[src/rtl/time_entry_buffer.sv]
// time_entry_buffer: collects keypad digits into an MM:SS buffer, validates it
// on start and drives the parallel-load strobe of the BCD down-counter chain.
// Optional idle auto-clear in ENTRY is enabled by defining TIME_ENTRY_TIMEOUT_EN.
module time_entry_buffer #(
  parameter int MAX_DIGITS     = 4,
  parameter int TIMEOUT_CYCLES = 1000
) (
  input  logic       clock_i,
  input  logic       clear_i,
  input  logic       key_valid_i,
  input  logic [3:0] key_code_i,
  input  logic       start_i,
  input  logic       cancel_i,
  input  logic       timer_done_i,
  output logic [3:0] sec_ones_o,
  output logic [3:0] sec_tens_o,
  output logic [3:0] min_ones_o,
  output logic [3:0] min_tens_o,
  output logic       loadn_o,
  output logic       load_en_o,
  output logic [2:0] digit_count_o,
  output logic       rejected_o,
  output logic       locked_o
);

  typedef enum logic [1:0] {ST_IDLE, ST_ENTRY, ST_LOAD, ST_LOCKED} state_e;

  state_e     state_q, state_d;
  logic [3:0] so_q, so_d, st_q, st_d, mo_q, mo_d, mt_q, mt_d;
  logic [2:0] count_q, count_d;
  logic       loadn_q, loadn_d, load_en_q, load_en_d;
  logic       rejected_q, rejected_d, locked_q, locked_d;
  logic       key_q, key_prev_q, start_q, start_prev_q, done_q, done_prev_q;
  logic       key_rise, start_rise, done_rise, key_accept, start_bad;

  // Rises are seen one cycle late, from the first registered sample of each input.
  assign key_rise   = key_q & ~key_prev_q;
  assign start_rise = start_q & ~start_prev_q;
  assign done_rise  = done_q & ~done_prev_q;
  assign key_accept = key_rise && (key_code_i <= 4'd9) && (count_q < 3'(MAX_DIGITS));
  assign start_bad  = (count_q == 3'd0) || (st_q > 4'd5);

`ifdef TIME_ENTRY_TIMEOUT_EN
  localparam int TW = $clog2(TIMEOUT_CYCLES + 1);
  logic [TW-1:0] tmo_q, tmo_d;
  logic          tmo_hit;
  assign tmo_hit = (state_q == ST_ENTRY) && (tmo_q == TW'(TIMEOUT_CYCLES - 1));
`else
  logic unused_timeout;
  assign unused_timeout = (TIMEOUT_CYCLES > 0);
`endif

  // Next-state and next-output computation for the entry/load/lock sequence.
  always_comb begin
    state_d    = state_q;
    so_d       = so_q;
    st_d       = st_q;
    mo_d       = mo_q;
    mt_d       = mt_q;
    count_d    = count_q;
    loadn_d    = 1'b1;
    load_en_d  = 1'b0;
    rejected_d = 1'b0;
    locked_d   = locked_q;
`ifdef TIME_ENTRY_TIMEOUT_EN
    tmo_d      = '0;
`endif
    unique case (state_q)
      ST_IDLE, ST_ENTRY: begin
        if (cancel_i
`ifdef TIME_ENTRY_TIMEOUT_EN
            || tmo_hit
`endif
           ) begin
          {mt_d, mo_d, st_d, so_d} = '0;
          count_d = '0;
          state_d = ST_IDLE;
        end else if (start_rise) begin
          // A key rising in the same cycle is dropped; start takes precedence.
          if (start_bad) begin
            rejected_d = 1'b1;
          end else begin
            state_d   = ST_LOAD;
            loadn_d   = 1'b0;
            load_en_d = 1'b1;
          end
        end else if (key_accept) begin
          mt_d    = mo_q;
          mo_d    = st_q;
          st_d    = so_q;
          so_d    = key_code_i;
          count_d = count_q + 3'd1;
          state_d = ST_ENTRY;
        end
`ifdef TIME_ENTRY_TIMEOUT_EN
        if (state_q == ST_ENTRY && state_d == ST_ENTRY && !key_accept)
          tmo_d = tmo_q + TW'(1);
`endif
      end
      ST_LOAD: begin
        state_d  = ST_LOCKED;
        locked_d = 1'b1;
      end
      ST_LOCKED: begin
        if (done_rise) begin
          {mt_d, mo_d, st_d, so_d} = '0;
          count_d  = '0;
          state_d  = ST_IDLE;
          locked_d = 1'b0;
        end
      end
      default: state_d = ST_IDLE;
    endcase
  end

  // State, buffer, registered outputs and edge-detect pipeline.
  always_ff @(posedge clock_i) begin
    if (clear_i) begin
      state_q      <= ST_IDLE;
      {mt_q, mo_q, st_q, so_q} <= '0;
      count_q      <= '0;
      loadn_q      <= 1'b1;
      load_en_q    <= 1'b0;
      rejected_q   <= 1'b0;
      locked_q     <= 1'b0;
      key_q        <= 1'b0;
      key_prev_q   <= 1'b0;
      start_q      <= 1'b0;
      start_prev_q <= 1'b0;
      done_q       <= 1'b0;
      done_prev_q  <= 1'b0;
`ifdef TIME_ENTRY_TIMEOUT_EN
      tmo_q        <= '0;
`endif
    end else begin
      state_q      <= state_d;
      so_q         <= so_d;
      st_q         <= st_d;
      mo_q         <= mo_d;
      mt_q         <= mt_d;
      count_q      <= count_d;
      loadn_q      <= loadn_d;
      load_en_q    <= load_en_d;
      rejected_q   <= rejected_d;
      locked_q     <= locked_d;
      key_q        <= key_valid_i;
      key_prev_q   <= key_q;
      start_q      <= start_i;
      start_prev_q <= start_q;
      done_q       <= timer_done_i;
      done_prev_q  <= done_q;
`ifdef TIME_ENTRY_TIMEOUT_EN
      tmo_q        <= tmo_d;
`endif
    end
  end

  assign sec_ones_o    = so_q;
  assign sec_tens_o    = st_q;
  assign min_ones_o    = mo_q;
  assign min_tens_o    = mt_q;
  assign loadn_o       = loadn_q;
  assign load_en_o     = load_en_q;
  assign digit_count_o = count_q;
  assign rejected_o    = rejected_q;
  assign locked_o      = locked_q;

endmodule

[config.mk]
export PLATFORM = sky130hd
export DESIGN_NAME = time_entry_buffer
export DESIGN_NICKNAME = d
export VERILOG_FILES = /design/src/rtl/time_entry_buffer.sv
export SDC_FILE = /design/constraint.sdc
export NUM_CORES = 1
export LEC_CHECK = 0
export CORE_MARGIN = 4
export CORE_UTILIZATION = 52
export DETAILED_ROUTE_END_ITERATION = 16
export DONT_BUFFER_PORTS = 1
export PLACE_DENSITY_LB_ADDON = 0.05
export SYNTH_ARGS = -nofsm -noshare
export SYNTH_HDL_FRONTEND = slang
export SYNTH_SLANG_ARGS = --single-unit
export TNS_END_PERCENT = 50
[constraint.sdc]
create_clock -name clock_i -period 1.7 [get_ports clock_i]
set_input_delay 0.34 -clock clock_i [delete_from_list [all_inputs] [get_ports clock_i]]
set_output_delay 0.34 -clock clock_i [all_outputs]
set_load 0.01 [all_outputs]
==> metrics.txt <==
final-report hold violation count=0; final net count=145; die span in x=58.15 um; Max Freq=0.6919 GHz; Clock Skew=0.003659 ns; number of warning messages in the yosys log=0; global-route wire length before repair=4043 um; number of distinct library cell variants in the gate-level netlist after synthesis=26; setup bufs post-CTS=0; critical path start-end classification=register to register; depth of the worst register-to-register path=5; total routed wirelength=2330 um; Die Outline Area=3381 um^2; FFs w/ async S/R, synth=0%; total of cells resized after clock tree synthesis=0; endpoint class of the critical path=register; global routing usage summed across all routing layers=15.86%; power density over the cells=958.7 nW/um^2; max-cap violation count=0; share of the synthesized area in the top cell type=47.46%; fraction of final layout cells sized beyond drive strength 1=11.94%; cell count of the worst hold path=1; arrival time reported for the critical path endpoint=1.69 ns; overflow left after global routing=0; initial cell density of the core=56.92%; Synth Cell Area=1308 um^2; most frequent cells after synthesis=sky130_fd_sc_hd__dfxtp_1, sky130_fd_sc_hd__nand2_1, sky130_fd_sc_hd__mux2i_1, sky130_fd_sc_hd__nand2b_1, sky130_fd_sc_hd__nor2b_1; Core Box Area=2297 um^2; maximum resistive drop on vdd=0.6272 mV; initial detailed-routing violation count=27; Slew Limit Fails=0; maximum fanout encountered on the critical timing path=20; post-synthesis cell count=128; DRC violation count after routing=0; slew at the pin closest to its max-slew limit=0.2814 ns; # hold bufs at CTS=0; # rows=17; Die Y=58.15 um; Post-Route Utilization=60.51%; CTS tree=built; leakage power of the design=0.5465 nW; top cells by area in the synthesized netlist=sky130_fd_sc_hd__dfxtp_1, sky130_fd_sc_hd__mux2i_1, sky130_fd_sc_hd__nand2b_1; Area Overhead vs Synth=6.316%; router iterations before antenna repair=4; TritonCTS Sinks=31; Yosys reg bits=31; io pins=33; run status=complete, no violations; Clock H-tree levels=2; fin crit period=1.445 ns; sequential element share of the synthesized area=47.46%; Final period util=85.02%; number of buffers on the longest clock path=2; clock slew at reported path FFs=0.09 ns; diode count=0; number of nets with antenna violations after routing=0; Data required, critical path=1.95 ns; via count of the first global-routing pass=828; final RePlAce weighted congestion=0.7925; post-synthesis net count=140; tightest slew margin relative to the limit=81.08%; filler cell count=203; Cell Area, Placed=1340 um^2; Hold/Removal Path Class=input port to register; number of enable-type register cells in the synthesized netlist=0; fin area=1390 um^2; number of antenna violations at the first check in global routing=0; most instantiated flip-flop cell in the synthesis netlist=sky130_fd_sc_hd__dfxtp_1; Via-to-Cell Ratio=5.321; Finish-stage setup viols=0; number of buffers added by the clock tree synthesis step=5; HPWL Detailed=1627 um; most frequent cell after synthesis=sky130_fd_sc_hd__dfxtp_1; Setup TNS=0 ns; startpoint class of the critical path=register; insertion delay to the later sink of the worst-skew pair=0.32 ns; overall via count from detail_route=862; setup repair after global routing missed its margin=false; top cell type by total area after synthesis=sky130_fd_sc_hd__dfxtp_1; wire length per cell=14.38 um; Buffers on Ports=0; pin count of the biggest net entering global routing=32; mean cell area of the mapped netlist=10.21 um^2; Clk Tree Root Cell=sky130_fd_sc_hd__clkbuf_4
[stage by stage]
| stage | setup slack [ns] | hold WS, ns | instances | total power, W |
|---|---|---|---|---|
| detailed placement | 0.2442 | 0.4160 | 154 | 0.0009500 |
| global placement | 0.3250 | 0.4143 | 154 | 0.0009455 |
| global route | 0.1242 | 0.04011 | 162 | 0.001409 |
| finish | 0.2546 | 0.07833 | 162 | 0.001333 |
| CTS | 0.2367 | 0.05988 | 162 | 0.001350 |
| floorplan | 0.2669 | 0.4377 | 128 | 0.0009284 |
[cell families (layout without fill, tap and decap cells)]
group	after synthesis	after routing	share of synthesized area, %
AND/OR/NAND/NOR	58	58	25.36
buffers and inverters	10	16	4.593
multiplexers	18	18	13.78
AO/OA/AOI/OAI	9	9	6.891
adder cells (fa/ha/maj)	2	2	1.914
flip-flops	31	31	47.46
[layout make-up]
type / count / area (um^2) / share of cell area, %
clock inverter: 1 / 5.005 / 0.3600
clock buffer: 7 / 45.04 / 3.240
multi-input combinational: 87 / 626.9 / 45.09
sequential: 31 / 620.6 / 44.64
timing repair buffer: 4 / 42.54 / 3.060
inverter: 4 / 15.01 / 1.080
tap: 28 / 35.03 / 2.520
[registers in the layout, summed over array words and instances (netlist names)]
signal / count
digit_count_o: 3
done_prev_q: 1
done_q: 1
key_prev_q: 1
key_q: 1
load_en_o: 1
loadn_o: 1
locked_o: 1
min_ones_o: 4
min_tens_o: 4
rejected_o: 1
sec_ones_o: 4
sec_tens_o: 4
start_prev_q: 1
start_q: 1
state_q: 2
[where the power goes]
group | internal, W | switching [W] | leakage, nW | total (W)
combinational | 0.0000789 | 0.0000741 | 0.265 | 0.000153
clock | 0.000161 | 0.000241 | 0.0293 | 0.000401
sequential | 0.000751 | 0.0000269 | 0.252 | 0.000778
total | 0.000991 | 0.000342 | 0.546 | 0.00133
[final timing paths]
path / startpoint / to / slack, ns
max: digit_count_o[2]$_SDFFE_PP0P_ / sec_tens_o[0]$_SDFFE_PP0P_ / 0.25
min reg2reg: key_q$_SDFF_PP0_ / key_prev_q$_SDFF_PP0_ / 0.48
max reg2reg: digit_count_o[2]$_SDFFE_PP0P_ / sec_tens_o[0]$_SDFFE_PP0P_ / 0.25
min: clear_i / locked_o$_SDFFE_PP0P_ / 0.08
[cells in the final DEF (no fill, tap or decap), types with 2 or more instances in the layout]
cell,instances
sky130_fd_sc_hd__buf_4,3
sky130_fd_sc_hd__or2_2,2
sky130_fd_sc_hd__ha_1,2
sky130_fd_sc_hd__dfxtp_1,31
sky130_fd_sc_hd__inv_1,4
sky130_fd_sc_hd__mux2i_1,18
sky130_fd_sc_hd__nand2_1,19
sky130_fd_sc_hd__nand3b_1,2
sky130_fd_sc_hd__nor2b_1,8
sky130_fd_sc_hd__clkbuf_4,5
sky130_fd_sc_hd__clkbuf_1,2
sky130_fd_sc_hd__nor2_1,4
sky130_fd_sc_hd__nand2b_1,18
[layer usage]
metal | up-vias | global-route usage, % | routed length (um) | share of wire [%]
li1 | 430 | - | - | -
met1 | 397 | 20.95 | 1087 | 47
met2 | 29 | 21.77 | 979 | 42
met3 | 6 | 8.241 | 209 | 9.0
met4 | 0 | 5.960 | 54 | 2.3
met5 | - | 0 | 0 | 0
[worst max-delay path, cell delays in order, from the launching register on]
cell and delay, ns:
sky130_fd_sc_hd__dfxtp_1 0.39, sky130_fd_sc_hd__nor2_1 0.15, sky130_fd_sc_hd__nand4_1 0.18, sky130_fd_sc_hd__a21boi_4 0.22, sky130_fd_sc_hd__buf_12 0.20, sky130_fd_sc_hd__mux2i_1 0.23
Note: power is estimated with default switching activity, not from simulation.
==> RTL change 1: new RTL, config.mk and constraints unchanged <==
Register the inputs `clear_i`, `key_valid_i`, `key_code_i`, `start_i`, `cancel_i` and `timer_done_i` before use, without a reset. The logic sees them one clock later.
--- a/src/rtl/time_entry_buffer.sv
+++ b/src/rtl/time_entry_buffer.sv
@@ -25,6 +25,22 @@
 
   typedef enum logic [1:0] {ST_IDLE, ST_ENTRY, ST_LOAD, ST_LOCKED} state_e;
 
+  logic clear_q;
+  logic key_valid_q;
+  logic [3:0] key_code_q;
+  logic start_r;
+  logic cancel_q;
+  logic timer_done_q;
+
+  always_ff @(posedge clock_i) begin
+    clear_q      <= clear_i;
+    key_valid_q  <= key_valid_i;
+    key_code_q   <= key_code_i;
+    start_r      <= start_i;
+    cancel_q     <= cancel_i;
+    timer_done_q <= timer_done_i;
+  end
+
   state_e     state_q, state_d;
   logic [3:0] so_q, so_d, st_q, st_d, mo_q, mo_d, mt_q, mt_d;
   logic [2:0] count_q, count_d;
@@ -37,7 +53,7 @@
   assign key_rise   = key_q & ~key_prev_q;
   assign start_rise = start_q & ~start_prev_q;
   assign done_rise  = done_q & ~done_prev_q;
-  assign key_accept = key_rise && (key_code_i <= 4'd9) && (count_q < 3'(MAX_DIGITS));
+  assign key_accept = key_rise && (key_code_q <= 4'd9) && (count_q < 3'(MAX_DIGITS));
   assign start_bad  = (count_q == 3'd0) || (st_q > 4'd5);
 
 `ifdef TIME_ENTRY_TIMEOUT_EN
@@ -67,7 +83,7 @@
 `endif
     unique case (state_q)
       ST_IDLE, ST_ENTRY: begin
-        if (cancel_i
+        if (cancel_q
 `ifdef TIME_ENTRY_TIMEOUT_EN
             || tmo_hit
 `endif
@@ -88,7 +104,7 @@
           mt_d    = mo_q;
           mo_d    = st_q;
           st_d    = so_q;
-          so_d    = key_code_i;
+          so_d    = key_code_q;
           count_d = count_q + 3'd1;
           state_d = ST_ENTRY;
         end
@@ -115,7 +131,7 @@
 
   // State, buffer, registered outputs and edge-detect pipeline.
   always_ff @(posedge clock_i) begin
-    if (clear_i) begin
+    if (clear_q) begin
       state_q      <= ST_IDLE;
       {mt_q, mo_q, st_q, so_q} <= '0;
       count_q      <= '0;
@@ -143,11 +159,11 @@
       load_en_q    <= load_en_d;
       rejected_q   <= rejected_d;
       locked_q     <= locked_d;
-      key_q        <= key_valid_i;
+      key_q        <= key_valid_q;
       key_prev_q   <= key_q;
-      start_q      <= start_i;
+      start_q      <= start_r;
       start_prev_q <= start_q;
-      done_q       <= timer_done_i;
+      done_q       <= timer_done_q;
       done_prev_q  <= done_q;
 `ifdef TIME_ENTRY_TIMEOUT_EN
       tmo_q        <= tmo_d;
Check against the original RTL: not equivalent (Yosys sat finds a counterexample within 4 cycles, from zero or initial values).
==> RTL change 1 against the original RTL <==
Count of clock-buffer cells in the layout decreased by 1; worst setup slack got worse by 0.025 ns; critical path depth increased by 1; area after synthesis increased by 13%; final area increased by 20%; power increased by 25%; clock skew increased by 0.0044 ns; non-clock buffer count increased by 10; utilization increased by 0.59 points; routed wire length increased by 12%; combinational power increased by 14%; sequential cell count increased by 9; largest cell class is now registers; largest power group unchanged.
==> RTL change 1: results (changes against the original RTL) <==
Status = completed (unchanged)
Crit path DAT = 1.72 ns (was 1.69 ns)
Reg clk slew, reported paths = 0.11 ns (was 0.09 ns)
Non-clk bufs = 14 (was 4)
Met2 Track Usage GR = 23.4% (was 21.8%)
CTS hold repair buffers = 4 (was 0)
DRT Pass-1 Iters = 2 (was 4)
Data buffer area share = 8.39% (was 3.06%)
Worst Tran Pin Value = 0.335 ns (was 0.281 ns)
Wire per inst = 14.2 µm (was 14.4 µm)
Lkg Pwr = 0.663 nW (was 0.546 nW)
Worst R2R Setup Slack = 0.23 ns (was 0.25 ns)
Share of post-route cells with drive strength above 1 = 13.1% (was 11.9%)
R2r worst-path depth = 6 (was 5)
Insertion delay to the later sink of the worst-skew pair = 0.34 ns (was 0.32 ns)
Post-synthesis net count = 149 (was 140)
Seq/Total Area, Yosys = 54.2% (was 47.5%)
Hpwl dp = 1680 µm (was 1630 µm)
Largest cells by area after synthesis = dfxtp_1 (54%), mux2i_1 (12%), nand2b_1 (6.8%) (was dfxtp_1 (47%), mux2i_1 (14%), nand2b_1 (8.6%))
Fin Clk Skew = 0.00806 ns (was 0.00366 ns)
All-Layer GR Usage = 15.8% (was 15.9%)
Final nets = 164 (was 145)
M1 GR Usage = 19.0% (was 21.0%)
Clock network contribution to total cell area = 3.67% (was 3.60%)
DR WL met3 = 213 µm (was 209 µm)
1st-iter DRT viols = 37 (was 27)
DP Area = 0.00152 mm² (was 0.00134 mm²)
==> RTL change 1: worst min-delay path by stage <==
| stage | start | end | slack (ns) | cells after the start |
|---|---|---|---|---|
| 2_1_floorplan | cancel_i | cancel_q | 0.37 | 0 |
| 3_3_place_gp | key_valid_i | key_valid_q | 0.37 | 0 |
| 3_5_place_dp | key_code_i[3] | key_code_q[3] | 0.37 | 0 |
| 4_1_cts | start_i | start_r | 0.003 | 0 |
| 5_1_grt | start_r | start_q | 0.46 | 1 |
| 6_report | start_r | start_q | 0.45 | 1 |
==> RTL change 1: power breakdown <==
group	switching [mW]	total, mW	internal [mW]
Clock	0.288	0.485	0.197
Combinational	0.0846	0.175	0.0908
Sequential	0.0328	1.01	0.974
==> RTL change 1: metrics by stage <==
| stage | util [%] | power [mW] | hold WS, ns | instances | worst slack [ns] |
|---|---|---|---|---|---|
| after floorplan | - | 1.15 | 0.368 | 137 | 0.267 |
| after global placement | 55.6 | 1.18 | 0.368 | 167 | 0.331 |
| after detailed placement | 55.6 | 1.19 | 0.368 | 167 | 0.246 |
| after CTS | 59.3 | 1.68 | 0.00276 | 179 | 0.215 |
| after global routing | 61.1 | 1.76 | 0.465 | 184 | 0.0366 |
| final | 61.1 | 1.67 | 0.447 | 184 | 0.230 |
==> RTL change 1: worst max-delay path, delay by kind of cell, from the launching register on <==
kind	cells	cell delay (ns)
flops	1	0.35
compound gates	2	0.55
buf+inv	1	0.06
simple gates	2	0.24
fa+ha+maj	1	0.19
==> RTL change 1: cells by family (layout without fill, tap and decap cells) <==
kind of cell,Yosys count,after routing
AO/OA/AOI/OAI,9,9
AND/OR/NAND/NOR,58,58
adder cells (fa/ha/maj),2,2
buffers and inverters,10,26
flip-flops,40,40
multiplexers,18,18
==> RTL change 2: new RTL, same flow settings <==
Made on the original files. Add a define of `TIME_ENTRY_TIMEOUT_EN`.
--- a/src/rtl/time_entry_buffer.sv
+++ b/src/rtl/time_entry_buffer.sv
@@ -1,6 +1,8 @@
 // time_entry_buffer: collects keypad digits into an MM:SS buffer, validates it
 // on start and drives the parallel-load strobe of the BCD down-counter chain.
 // Optional idle auto-clear in ENTRY is enabled by defining TIME_ENTRY_TIMEOUT_EN.
+`define TIME_ENTRY_TIMEOUT_EN
+
 module time_entry_buffer #(
   parameter int MAX_DIGITS     = 4,
   parameter int TIMEOUT_CYCLES = 1000
Check against the original RTL: same outputs for any inputs over 10 cycles, from zero or initial values; that may be too few to reach the edited logic, so the function may still have changed.
==> RTL change 2 against the original RTL <==
The flow now finishes with violations (negative setup slack); sequential share of layout area decreased by 3.3 points; largest cell class is now registers; utilization increased by 5.4 points; final area increased by 43%; sequential cell count increased by 10; worst setup slack got worse by 0.41 ns; power increased by 21%; area after synthesis increased by 25%; routed wire length increased by 53%; synthesized cell count increased by 41%; via count increased by 55%.
==> RTL change 2: results (changes against the original RTL) <==
Avg Cell Area, Syn = 9.05 µm² (was 10.2 µm²)
Hpwl dp = 2380 µm (was 1630 µm)
# setup viols final = 29 (was 0)
DP Area = 0.00185 mm² (was 0.00134 mm²)
All-Layer GR Usage = 18.3% (was 15.9%)
Post-synthesis net count = 194 (was 140)
Most used DFF post-synth = dfxtp_1 (unchanged)
Final WS setup = -0.156 ns (was 0.255 ns)
Status = finished, violations left (was completed)
Share of post-route cells with drive strength above 1 = 25.0% (was 11.9%)
Failing checks = negative setup slack
1st-iter DRT viols = 86 (was 27)
Slowest-stage cell, CP = or4b_4 (was dfxtp_1)
Largest cells by area after synthesis = dfxtp_1 (50%), nand3_1 (6.7%), nor2_1 (4.1%) (was dfxtp_1 (47%), mux2i_1 (14%), nand2b_1 (8.6%))
Unique cell type count in the Yosys netlist = 34 (was 26)
Reg clk slew, reported paths = 0.12 ns (was 0.09 ns)
Fin Clk Skew = 0.0134 ns (was 0.00366 ns)
Wire per inst = 14.2 µm (was 14.4 µm)
Largest net degree at the start of global routing = 29 (was 32)
Lkg Pwr = 0.711 nW (was 0.546 nW)
Post-Synth XOR/XNOR Area = 4.28% (was 0%)
Peak supply drop = 0.763 mV (was 0.627 mV)
Insertion delay to the later sink of the worst-skew pair = 0.35 ns (was 0.32 ns)
Routed WL = 3570 µm (was 2330 µm)
First-pass GRT wire length = 5890 µm (was 4040 µm)
Mux cell area share after synthesis = 0% (was 13.8%)
Cell count after placement = 240 (was 154)
Crit path largest cell delay = 0.54 ns (was 0.39 ns)
Sw Share = 25.1% (was 25.6%)
Crit path DAT = 2.15 ns (was 1.69 ns)
Seq/Total Area, Yosys = 50.1% (was 47.5%)
Initial antenna violation count = 0 (unchanged)
GP Congestion = 0.809 (was 0.793)
Synth Area in Compound Gates = 14.2% (was 6.89%)
Adder-cell share of the synthesized area = 2.29% (was 1.91%)
Worst Tran Pin Value = 0.758 ns (was 0.281 ns)
Post-synth top cells = dfxtp_1 (41), nand3_1 (22), nor2_1 (18) (was dfxtp_1 (31), nand2_1 (19), mux2i_1 (18), nand2b_1 (18), nor2b_1 (8))
Number of global-route vias before repair = 1,306 (was 828)
Place WS = -0.294 ns (was 0.244 ns)
RTL change 2: cell types whose count changed in the layout (fill, tap and decap cells not counted), sizes merged, moves of 5 or more:
cell	delta
buf	+22
nand3	+22
mux2i	-18
nor2	+14
a21oi	+13
nand2b	-11
dfxtp	+10
o21ai	+7
nand2	-5
xnor2	+5
RTL change 2: worst max-delay path: cells and delay by family, from the launching register on:
kind                   cells  cell delay [ns]
and+or+nand+nor            2             0.61
DFF                        1             0.33
buffers and inverters      2             0.30
AOI/OAI and AO/OA          3             0.56
RTL change 2: path summary, 6_finish.rpt:
check / start / endpoint / cells past startpoint
min reg2reg: done_q / done_prev_q / 1
min: clear_i / min_tens_o[0] / 1
max reg2reg: state_q[1] / sec_ones_o[2] / 7
max: state_q[1] / sec_ones_o[2] / 7
RTL change 2: layout make-up:
type / count / area, µm²
Fill cell: 253 / 1030
Sequential cell: 41 / 825
Multi-Input combinational cell: 127 / 812
Timing Repair Buffer: 27 / 233
Tap cell: 44 / 55.1
Clock buffer: 6 / 41.3
Inverter: 5 / 18.8
Clock inverter: 2 / 10.0
RTL change 2: what timing repair did:
| action | CTS | global route |
|---|---|---|
| setup buffers | 1 | 1 |
| endpoints found under the setup margin | 31 | 34 |
| pin swaps | 3 | 5 |
| resized for setup | 6 | 6 |
| cloned | 1 | 1 |
RTL change 2: power by group through the flow:
stage / clock, mW / sequential (mW) / combinational, mW
finish: 0.471 / 0.997 / 0.148
global route: 0.526 / 1.00 / 0.160
CTS: 0.483 / 0.997 / 0.133
detailed placement: 0 / 1.02 / 0.125
global placement: 0 / 1.02 / 0.122
floorplan: 0 / 1.02 / 0.0973
RTL change 2: per-stage QoR:
stage          setup TNS [ns]  hold slack, ns
3_5_place_dp            -4.90           0.414
5_1_grt                 -6.10         0.00718
4_1_cts                 -2.58          0.0300
6_report                -3.23          0.0340
2_1_floorplan           -1.75           0.411
3_3_place_gp            -3.78           0.412
RTL change 2: kinds of logic (layout without fill, tap and decap cells):
family / after synthesis / in the layout
compound gates: 35 / 36
xor+xnor: 8 / 8
fa+ha+maj: 3 / 3
buf+inv: 14 / 40
flops: 41 / 41
simple gates: 80 / 80
RTL change 2: metal layers:
layer / vias to the layer above / wire length (µm) / GRT usage [%]
li1: 677 / - / -
met1: 616 / 1540 / 20.0
met2: 36 / 1750 / 31.5
met3: 4 / 238 / 7.91
met4: 0 / 44 / 6.07
met5: - / 0 / 0
